### src/rtl/hpu_pkg.sv
// Shared definitions for the HDC processing unit store path.
// Holds the hypervector geometry, the output beat geometry and the
// store_box serializer state encoding.
package hpu_pkg;

  localparam int DIM     = 1023;
  localparam int OUT_W   = 64;
  localparam int BEATS   = (DIM + 1) / OUT_W;
  localparam int BEAT_CW = (BEATS > 1) ? $clog2(BEATS) : 1;

  typedef logic [DIM:0] hv_t;

  typedef enum logic [1:0] {
    IDLE,
    LOAD,
    SEND,
    DONE_LAST
  } box_state_t;

endpackage

### src/rtl/store_box_fifo.sv
// Vector buffer for store_box: DEPTH entries of one hypervector plus a
// last-tag bit each.
// Ports:
//   clk, rst_n      clock, asynchronous active-low reset
//   clr_i           synchronous clear (accelerator not running)
//   wr_i            push wr_data_i / wr_tag_i at the tail
//   rd_i            pop the head (rd_data_o / rd_tag_o show the head)
//   tag_set_i       set the tag on the newest entry (tail-1)
//   full_o          all entries occupied
//   almost_full_o   occupancy >= DEPTH-1
//   empty_o         no entries occupied
//   count_o         registered occupancy 0..DEPTH
module store_box_fifo
  import hpu_pkg::*;
#(
  parameter int DEPTH = 4
) (
  input  logic                   clk,
  input  logic                   rst_n,
  input  logic                   clr_i,
  input  logic                   wr_i,
  input  hv_t                    wr_data_i,
  input  logic                   wr_tag_i,
  input  logic                   rd_i,
  output hv_t                    rd_data_o,
  output logic                   rd_tag_o,
  input  logic                   tag_set_i,
  output logic                   full_o,
  output logic                   almost_full_o,
  output logic                   empty_o,
  output logic [$clog2(DEPTH):0] count_o
);

  localparam int PW = $clog2(DEPTH);
  localparam int CW = PW + 1;

  hv_t             mem_q [DEPTH];
  logic [DEPTH-1:0] tag_q, tag_d;
  logic [PW-1:0]   wrPtr_q, wrPtr_d;
  logic [PW-1:0]   rdPtr_q, rdPtr_d;
  logic [PW-1:0]   tailPrev;
  logic [CW-1:0]   count_q, count_d;
  logic            doWr, doRd;

  // A pop in the same cycle frees the head, so a write while full is
  // still accepted when it coincides with a read.
  assign doRd     = rd_i & ~empty_o;
  assign doWr     = wr_i & (~full_o | doRd);
  assign tailPrev = wrPtr_q - PW'(1);

  // Pointers wrap naturally because DEPTH is a power of two.
  always_comb begin
    wrPtr_d = wrPtr_q;
    rdPtr_d = rdPtr_q;
    count_d = count_q;
    tag_d   = tag_q;
    if (tag_set_i && !empty_o) begin
      tag_d[tailPrev] = 1'b1;
    end
    if (doWr) begin
      tag_d[wrPtr_q] = wr_tag_i;
      wrPtr_d        = wrPtr_q + PW'(1);
    end
    if (doRd) begin
      rdPtr_d = rdPtr_q + PW'(1);
    end
    case ({doWr, doRd})
      2'b10:   count_d = count_q + CW'(1);
      2'b01:   count_d = count_q - CW'(1);
      default: count_d = count_q;
    endcase
  end

  always_ff @(posedge clk or negedge rst_n) begin
    if (!rst_n) begin
      wrPtr_q <= '0;
      rdPtr_q <= '0;
      count_q <= '0;
      tag_q   <= '0;
    end else if (clr_i) begin
      wrPtr_q <= '0;
      rdPtr_q <= '0;
      count_q <= '0;
      tag_q   <= '0;
    end else begin
      wrPtr_q <= wrPtr_d;
      rdPtr_q <= rdPtr_d;
      count_q <= count_d;
      tag_q   <= tag_d;
    end
  end

  // Vector storage carries no reset so it maps onto block RAM; entries
  // are only read while the occupancy says they hold valid data.
  always_ff @(posedge clk) begin
    if (doWr) begin
      mem_q[wrPtr_q] <= wr_data_i;
    end
  end

  assign rd_data_o     = mem_q[rdPtr_q];
  assign rd_tag_o      = tag_q[rdPtr_q];
  assign full_o        = (count_q == CW'(DEPTH));
  assign almost_full_o = (count_q >= CW'(DEPTH - 1));
  assign empty_o       = (count_q == '0);
  assign count_o       = count_q;

endmodule

### src/rtl/store_box.sv
// Store box: buffers core_result vectors captured on store, then
// serializes each into OUT_W-bit beats on a valid/ready stream with
// put_last marking the end of a job.
// Ports:
//   clk, rst_n        clock, asynchronous active-low reset
//   run               accelerator running; low clears synchronously
//   store             core_result valid this cycle
//   core_result       hypervector from the core
//   last              end-of-job pulse from the core
//   put_v/put_d       output beat valid / data (LS slice first)
//   put_last          final beat of the job
//   put_ready         downstream accepts the beat
//   full/almost_full  buffer occupancy flags for store throttling
//   overflow          sticky: a store was dropped because of full
module store_box
  import hpu_pkg::*;
#(
  parameter int DEPTH = 4
) (
  input  logic             clk,
  input  logic             rst_n,
  input  logic             run,
  input  logic             store,
  input  hv_t              core_result,
  input  logic             last,
  output logic             put_v,
  output logic [OUT_W-1:0] put_d,
  output logic             put_last,
  input  logic             put_ready,
  output logic             full,
  output logic             almost_full,
  output logic             overflow
);

  localparam int CW = $clog2(DEPTH) + 1;

  box_state_t         state_q, state_d;
  hv_t                shReg_q, shReg_d;
  logic [BEAT_CW-1:0] beatCnt_q, beatCnt_d;
  logic               shTag_q, shTag_d;
  logic               tagPending_q, tagPending_d;
  logic               overflow_q, overflow_d;

  hv_t                fifoRdData;
  logic               fifoRdTag;
  logic               fifoEmpty;
  logic [CW-1:0]      fifoCount;

  logic beatFire, finalFire, pop, storeAcc, lastAcc;
  logic tagFifo, tagShreg, emptyLast, shLive, popTag;

  store_box_fifo #(.DEPTH(DEPTH)) u_fifo (
    .clk           (clk),
    .rst_n         (rst_n),
    .clr_i         (~run),
    .wr_i          (store),
    .wr_data_i     (core_result),
    .wr_tag_i      (lastAcc),
    .rd_i          (pop),
    .rd_data_o     (fifoRdData),
    .rd_tag_o      (fifoRdTag),
    .tag_set_i     (tagFifo),
    .full_o        (full),
    .almost_full_o (almost_full),
    .empty_o       (fifoEmpty),
    .count_o       (fifoCount)
  );

  assign beatFire  = (state_q == SEND) & put_ready;
  assign finalFire = beatFire & (beatCnt_q == BEAT_CW'(BEATS - 1));
  assign pop       = ~fifoEmpty & ((state_q == IDLE) | finalFire);
  assign storeAcc  = store & (~full | pop);

  // At most one job tag is outstanding; a last that arrives while one
  // is pending is dropped. The tag goes to the newest live vector:
  // the one being stored now, else the buffer tail, else the vector in
  // the shift register if it still has beats left to send. With no
  // live vector a standalone zero beat carries put_last instead.
  assign lastAcc   = last & ~tagPending_q;
  assign shLive    = (state_q == SEND) & ~finalFire;
  assign tagFifo   = lastAcc & ~storeAcc & ~fifoEmpty;
  assign tagShreg  = lastAcc & ~storeAcc & fifoEmpty & shLive;
  assign emptyLast = lastAcc & ~storeAcc & fifoEmpty & ~shLive;

  // When the tail entry is also the head being popped this cycle, its
  // tag write would land in a freed slot, so forward it to the loader.
  assign popTag = fifoRdTag | (tagFifo & (fifoCount == CW'(1)));

  always_comb begin
    state_d      = state_q;
    shReg_d      = shReg_q;
    beatCnt_d    = beatCnt_q;
    shTag_d      = shTag_q;
    tagPending_d = tagPending_q;
    overflow_d   = overflow_q | (store & full & ~pop);

    if ((finalFire && shTag_q) || (state_q == DONE_LAST && put_ready)) begin
      tagPending_d = 1'b0;
    end
    if (lastAcc) begin
      tagPending_d = 1'b1;
    end

    // The head is popped and loaded on the same edge, so LOAD is never
    // occupied and the first beat is valid the cycle after the pop.
    case (state_q)
      IDLE: begin
        if (pop) begin
          shReg_d   = fifoRdData;
          shTag_d   = popTag;
          beatCnt_d = '0;
          state_d   = SEND;
        end else if (emptyLast) begin
          state_d = DONE_LAST;
        end
      end
      SEND: begin
        if (tagShreg) begin
          shTag_d = 1'b1;
        end
        if (finalFire) begin
          if (pop) begin
            shReg_d   = fifoRdData;
            shTag_d   = popTag;
            beatCnt_d = '0;
          end else begin
            shReg_d   = '0;
            shTag_d   = 1'b0;
            beatCnt_d = '0;
            state_d   = emptyLast ? DONE_LAST : IDLE;
          end
        end else if (beatFire) begin
          shReg_d   = shReg_q >> OUT_W;
          beatCnt_d = beatCnt_q + BEAT_CW'(1);
        end
      end
      DONE_LAST: begin
        if (put_ready) begin
          state_d = IDLE;
        end
      end
      default: begin
        state_d = IDLE;
      end
    endcase
  end

  always_ff @(posedge clk or negedge rst_n) begin
    if (!rst_n) begin
      state_q      <= IDLE;
      shReg_q      <= '0;
      beatCnt_q    <= '0;
      shTag_q      <= 1'b0;
      tagPending_q <= 1'b0;
      overflow_q   <= 1'b0;
    end else if (!run) begin
      state_q      <= IDLE;
      shReg_q      <= '0;
      beatCnt_q    <= '0;
      shTag_q      <= 1'b0;
      tagPending_q <= 1'b0;
      overflow_q   <= 1'b0;
    end else begin
      state_q      <= state_d;
      shReg_q      <= shReg_d;
      beatCnt_q    <= beatCnt_d;
      shTag_q      <= shTag_d;
      tagPending_q <= tagPending_d;
      overflow_q   <= overflow_d;
    end
  end

  assign put_v    = (state_q == SEND) | (state_q == DONE_LAST);
  assign put_d    = (state_q == SEND) ? shReg_q[OUT_W-1:0] : '0;
  assign put_last = ((state_q == SEND) & shTag_q &
                     (beatCnt_q == BEAT_CW'(BEATS - 1))) |
                    (state_q == DONE_LAST);
  assign overflow = overflow_q;

endmodule

### config.mk
export PLATFORM = sky130hd
export DESIGN_NAME = store_box
export DESIGN_NICKNAME = d
export VERILOG_FILES = /design/src/rtl/hpu_pkg.sv /design/src/rtl/store_box_fifo.sv /design/src/rtl/store_box.sv
export SDC_FILE = /design/constraint.sdc
export NUM_CORES = 2
export LEC_CHECK = 0
export CAP_MARGIN = 25
export CELL_PAD_IN_SITES_DETAIL_PLACEMENT = 1
export CELL_PAD_IN_SITES_GLOBAL_PLACEMENT = 2
export CORE_ASPECT_RATIO = 1.25
export CORE_MARGIN = 2
export CORE_UTILIZATION = 40
export CTS_BUF_LIST = sky130_fd_sc_hd__clkbuf_4 sky130_fd_sc_hd__clkbuf_8
export CTS_CLUSTER_SIZE = 12
export DETAILED_ROUTE_END_ITERATION = 12
export GPL_ROUTABILITY_DRIVEN = 0
export PLACE_DENSITY = 0.74
export SYNTH_ARGS = -nofsm -noshare
export SYNTH_HDL_FRONTEND = slang
export SYNTH_SLANG_ARGS = --single-unit
### constraint.sdc
create_clock -name clk -period 67.8 [get_ports clk]
set_input_delay 6.78 -clock clk [delete_from_list [all_inputs] [get_ports clk]]
set_output_delay 6.78 -clock clk [all_outputs]
set_load 0.01 [all_outputs]
# Word-level counts from Yosys, hierarchy flattened
# Memory sizes are Yosys's and may differ from the RTL's.
# Cells that the tools add are included.
[word_totals]
in_bits = 1030
regBits = 1044
mem_count = 1
ram_bits = 4096
elab_cells = 135
[op_classes]
mux = 48
n_reduce_logical = 12
order_cmp = 6
addsub = 6
bitwise = 33
eq_ne = 19
[memory_table]
columns = ["memory", "depth", "word_bits", "rd", "rd_ports_with_merged_regs", "wr", "line_no", "source"]
rows = [
  ["u_fifo.mem_q", 4, 1024, 1, 0, 1, "store_box_fifo.sv:37", "hv_t mem_q [DEPTH];"],
]
[ops]
columns = ["op", "count"]
rows = [
  ["2-to-1 mux 1024 bit", 5],
  ["case mux 1024 bit (2 select lines)", 1],
  ["2-to-1 mux 64 bit", 1],
  ["2-to-1 mux 4 bit", 7],
  ["2-to-1 mux 2 bit", 11],
  ["bitwise AND 1 bit", 18],
  ["2-to-1 mux 1 bit", 14],
  ["inequality test 3 bit, second input constant", 4],
  ["inequality test 4 bit, second input constant", 3],
  ["< comparator 2 x 3 -> 1 bit, second input constant", 3],
  ["inequality test 3 x 1 -> 1 bit, second input constant", 3],
  ["case mux 4 bit (2 select lines)", 1],
  ["NOT 1 bit", 7],
  ["bitwise OR 1 bit", 7],
  ["equality test 2 bit, second input constant", 3],
  ["case mux 2 bit (3 select lines)", 1],
  ["case mux 3 bit (2 select lines)", 1],
  ["AND reduction 3 bit", 2],
  ["logical AND 1 bit", 5],
  ["adder 2 x 1 -> 2 bit, second input constant", 2],
  ["adder 4 x 1 -> 4 bit, second input constant", 1],
  ["bitwise mux 4 bit", 1],
  ["demux 1 bit (select 2 bit)", 2],
  ["equality test 4 bit, second input constant", 1],
  ["18 further kinds", 20],
]

# Logic depth before layout (Yosys ltp)
[depth]
ltp_word = 16
depth_mapped = 11

# By module
# Synthesis repeated with hierarchy kept, for this count alone.
[unflattened]
cells_unflattened = 9955
area_unflattened_um2 = 192763.6
[modules_own_cells]
columns = ["mod", "n_inst", "area_per_inst_um2", "seq_area_each_um2", "cells_per_inst"]
rows = [
  ["store_box_fifo", 1, 147953.1, 123273.2, 5435],
  ["store_box", 1, 44810.5, 25849.8, 4520],
]

# Worst setup path before layout
# No wires, ideal clock.
[synth_path]
kind = "input to register"
startpoint = "input port put_ready"
endpoint = "register u_fifo.tag_q[1]"
n_path_buf = 1
t_arrival_ns = 32.863
stages = 5
setup_time_ns = 1.140
slack_ns = 33.798
cell_sequence = "nand4_2 a311oi_1 buf_2 and2_1 a221oi_1"
[synth_between]
elab_chain_cells = 14
word_cells_on_any_way = 17
cone_classes = "4 x mux; 12 x bitwise; 1 x reduce/logical"
[synth_rtl]
columns = ["item", "line_no", "source"]
rows = [
  ["start: declaration", "store_box.sv:29", "input logic put_ready,"],
  ["bitwise AND 1 bit (*)", "store_box.sv:69", "assign beatFire = (state_q == SEND) & put_ready;"],
  ["bitwise AND 1 bit (*)", "store_box.sv:70", "assign finalFire = beatFire & (beatCnt_q == BEAT_CW'(BEATS - 1));"],
  ["bitwise OR 1 bit (*)", "store_box.sv:71", "assign pop = ~fifoEmpty & ((state_q == IDLE) | finalFire);"],
  ["bitwise AND 1 bit (*)", "store_box.sv:71", ""],
  ["bitwise OR 1 bit", "store_box.sv:72", "assign storeAcc = store & (~full | pop);"],
  ["bitwise AND 1 bit", "store_box.sv:72", ""],
  ["NOT 1 bit", "store_box.sv:81", "assign tagFifo = lastAcc & ~storeAcc & ~fifoEmpty;"],
  ["bitwise AND 1 bit (2 in series)", "store_box.sv:81", ""],
  ["logical AND 1 bit", "store_box_fifo.sv:57", "if (tag_set_i && !empty_o) begin"],
  ["2-to-1 mux 4 bit", "store_box_fifo.sv:57", ""],
  ["bitwise mux 4 bit", "store_box_fifo.sv:61", "tag_d[wrPtr_q] = wr_tag_i;"],
  ["2-to-1 mux 4 bit (*)", "store_box_fifo.sv:60", "if (doWr) begin"],
  ["2-to-1 mux 4 bit (*)", "store_box_fifo.sv:80", "end else if (clr_i) begin"],
  ["end signal: assignment", "store_box_fifo.sv:89", "tag_q <= tag_d;"],
  ["end: declaration", "store_box_fifo.sv:38", "logic [DEPTH-1:0] tag_q, tag_d;"],
]
# Mark *: on every way between the ends. The rest lies on a longest branch, timed or not.
# A chain may end at the register's enable or synchronous reset.

# Worst setup path in the final report
[layout_path]
startpoint = "input port put_ready"
endpoint = "memory u_fifo.mem_q[0][611] (netlist name) (enable)"
[layout_between]
elab_chain_cells = 9
[layout_rtl]
columns = ["item", "line_no", "source"]
rows = [
  ["bitwise AND 1 bit", "store_box.sv:69", ""],
  ["bitwise AND 1 bit", "store_box.sv:70", ""],
  ["bitwise OR 1 bit", "store_box.sv:71", ""],
  ["bitwise AND 1 bit", "store_box.sv:71", ""],
  ["bitwise AND 1 bit", "store_box_fifo.sv:47", "assign doRd = rd_i & ~empty_o;"],
  ["bitwise OR 1 bit", "store_box_fifo.sv:48", "assign doWr = wr_i & (~full_o | doRd);"],
  ["bitwise AND 1 bit", "store_box_fifo.sv:48", ""],
  ["2-to-1 mux 1 bit", "store_box_fifo.sv:96", "if (doWr) begin"],
  ["2-to-1 mux 1 bit (not written as such)", "store_box_fifo.sv:97", "mem_q[wrPtr_q] <= wr_data_i;"],
  ["end: declaration", "store_box_fifo.sv:37", ""],
]
# No other way between the ends.

==> summary.txt <==
Status
  • Status: finished clean

Job
  • Total of max-cap violations: 0

Floorplanning
  • Die area: 0.4843 mm²
  • Core ar.: 0.4776 mm²
  • Starting Density: 40.09%
  • Height of the die: 777.5 µm
  • Die X: 622.8 µm
  • # rows: 284
  • I/O Pins: 1099

STA
  • Final Max Tran Viols: 0
  • Clock skew: 80.03 ps
  • Setup TNS: 0 ps
  • Final Hold Fails: 0
  • Final setup fails: 0
  • Max_slew headroom: 26.01%
  • Unrepaired setup endpoints after global routing: false
  • Fmax achieved: 0.08060 GHz
  • Fin crit period: 12410 ps
  • Worst hold slack: 480.7 ps
  • Final period utilization: 18.30%
  • Worst-Margin Slew: 1110 ps

Synth
  • Synth Instances: 9441
  • Share of async-settable or async-resettable flops after synthesis: 20.31%
  • Main flop type after synthesis: edfxtp_1
  • Post-Syn Nets: 10480
  • Synth Register Bits: 5140
  • Sequential-to-total area share from yosys stat: 77.88%
  • Synth unique cells: 52
  • Synth warnings: 0
  • Syn avg cell area: 20.28 µm²
  • Mapped Area: 0.1915 mm²
  • EDFF count, synth: 4096

Drt
  • Number of routed nets with antenna violations: 0
  • Routed vias/inst: 5.592
  • Remaining DRCs: 0
  • WL final: 565.7 mm
  • DR vias: 100900
  • 1st-pass router iterations: 6
  • DR WL/cell: 31.34 µm
  • Initial DRC count: 9636

Global routing
  • Pin count of the biggest net entering global routing: 147
  • Global route hottest layer: met2
  • Total GRT Usage: 22.97%
  • Initial antenna violation count: 302
  • Total grt overflow: 0
  • Met3 Use GR: 5.826%
  • GR Util met1: 28.76%
  • Vias in the first global route: 107500
  • Met2 usage: 38.81%
  • First-pass GRT wire length: 802.8 mm

Clock network
  • Hold Buf Count CTS: 0
  • H-tree levels: 6
  • Clk_lat worst skew: 1300 ps
  • Setup Buffers After CTS: 0
  • Num CTS Buffers: 786
  • Post-CTS Resized: 0
  • CTS root buffer: clkbuf_8
  • Max Root-Sink Buffers: 4
  • Sink Count: 5140
  • CTS tree: yes
  • Clk slew on worst S/H paths: 60 ps

Pwr
  • VDD IR max: 0.02383 mV
  • Sw frac: 29.59%
  • Internal power: 5.989 mW
  • Net Switching: 2.517 mW
  • Clock power share: 31.7%
  • Sequential power share: 48.5%
  • Cell Pwr Density: 37.58 mW/mm²
  • Logic pwr share: 19.8%
  • Leakage dissipation: 76.12 nW

Finish
  • Layout area overhead: 18.21%
  • Nets: 11970
  • Share of layout cells above drive strength 1: 22.23%
  • Fill cells: 44110
  • Final instance area: 0.2263 mm²
  • Fin util: 47.39%

Setup path
  • Worst-path cell with the longest stage delay: buf_4
  • Critical path endpoint category: flop
  • CP peak stage delay: 880 ps
  • R2r setup slk: 60770 ps
  • Reg2reg path depth: 10
  • Cell repeated most along the worst path: buf_4
  • CP Max Fanout: 121
  • Reg2reg end: u_fifo.mem_q[0][611]
  • Setup CP Type: primary input to flop
  • Crit-path cells: clkdlybuf4s50_1 -> nand4_2 -> a311oi_1 -> buf_4 -> and2_4 -> buf_4 -> buf_4 -> buf_12 -> buf_4 -> buf_4
  • Critical Path Source: put_ready
  • RR Startpoint: beatCnt_q[0]
  • Arr. time, crit path: 13260 ps
  • Required @ worst endpoint: 68650 ps
  • Crit path launch type: primary input

Hold path
  • Hold Path Origin: shReg_q[642]
  • Hold Crit Class: flop to flop
  • Hold path depth: 1
  • WHS Endpoint: shReg_q[578]

Placed design
  • Detailed placer's ending HPWL: 365.1 mm
  • Placed cell area: 0.2091 mm²
  • Number of port buffers: 1098
==> cell usage after synthesis (70+ instances only) <==
library cell  number  area share, %
nor2_1           456           0.89
inv_1            522            1.0
clkbuf_1         232           0.45
and2_1            70           0.23
o21ai_0          357           0.93
o21ai_1          175           0.46
dfrtp_1         1044             14
a221o_1          448            2.3
mux4_2          1025             12
edfxtp_1        4096             64
buf_2            288           0.75
a22oi_1          514            2.0
==> per-stage QoR <==
stage          total power, mW  cells  setup slack, ps
4_1_cts                  8.607  17910            55460
3_3_place_gp             5.843  16420            54150
3_5_place_dp             5.913  16430            54050
5_1_grt                  8.849  17960            55140
6_report                 8.506  18050            55390
2_1_floorplan            5.380   9441            33800
==> per-layer routing <==
layer	vias up	share of wire [%]
met4	184	3.5
met3	1097	8.1
li1	41570	-
met1	54070	38
met5	-	0.22
met2	4001	50
==> kinds of logic after synthesis <==
| group | synth area share (%) |
|---|---|
| AOI/OAI and AO/OA | 6.147 |
| xor gates and xnor gates | 0.009150 |
| adders and majority gates | 0.06535 |
| buffers and inverters | 2.547 |
| DFF | 77.88 |
| muxes | 12.08 |
| and+or+nand+nor | 1.272 |
==> state kept, by name, summed over array words and instances, names as in the netlist <==
signal	cells
u_fifo.wrPtr_q	2
u_fifo.count_o	3
state_q	2
u_fifo.tag_q	4
shReg_q	1024
tagPending_q	1
shTag_q	1
overflow	1
u_fifo.rdPtr_q	2
beatCnt_q	4
u_fifo.mem_q	4096
==> worst max path at each step <==
stage | end | slack, ps | depth (start not counted)
2_1_floorplan | u_fifo.tag_q[1] | 33800 | 5
3_3_place_gp | u_fifo.mem_q[2][550] | 54150 | 10
3_5_place_dp | u_fifo.mem_q[0][602] | 54050 | 10
4_1_cts | u_fifo.mem_q[0][611] | 55460 | 10
5_1_grt | u_fifo.mem_q[0][611] | 55140 | 10
6_report | u_fifo.mem_q[0][611] | 55390 | 10
==> final cells by class <==
type,count,area [µm²],area share (%)
Tap cell,6292,7873,3.478
Timing Repair Buffer,1282,12860,5.684
Inverter,522,1959,0.8657
Antenna cell,133,332.8,0.1470
Multi-Input combinational cell,3199,37520,16.58
Sequential cell,5140,149100,65.89
Clock buffer,1199,14460,6.390
Clock inverter,282,2200,0.9718
==> worst max-delay path: cells and delay by family <==
| family | cells | cell delay, ps |
|---|---|---|
| simple gates | 2 | 1060 |
| compound gates | 1 | 380 |
| buf+inv | 7 | 4590 |
==> power by group through the flow <==
stage	Clock, mW	Combinational [mW]	Sequential [mW]
global route	2.87	1.82	4.16
floorplan	0	1.11	4.27
global placement	0	1.68	4.16
detailed placement	0	1.72	4.19
finish	2.69	1.69	4.12
CTS	2.75	1.73	4.13
==> placed cells by master (no fill, tap or decap), types with 152 or more instances in the layout <==
master / Yosys / routed
edfxtp_1: 4096 / 4096
clkbuf_4: 0 / 326
o21ai_1: 175 / 175
clkbuf_8: 0 / 873
o21ai_0: 357 / 357
dfrtp_1: 1044 / 1042
inv_1: 522 / 522
a22oi_1: 514 / 514
buf_4: 5 / 152
clkdlybuf4s50_1: 0 / 1097
mux4_2: 1025 / 1025
nor2_1: 456 / 456
a221o_1: 448 / 448
No activity file was read; power rests on OpenSTA's default activity.
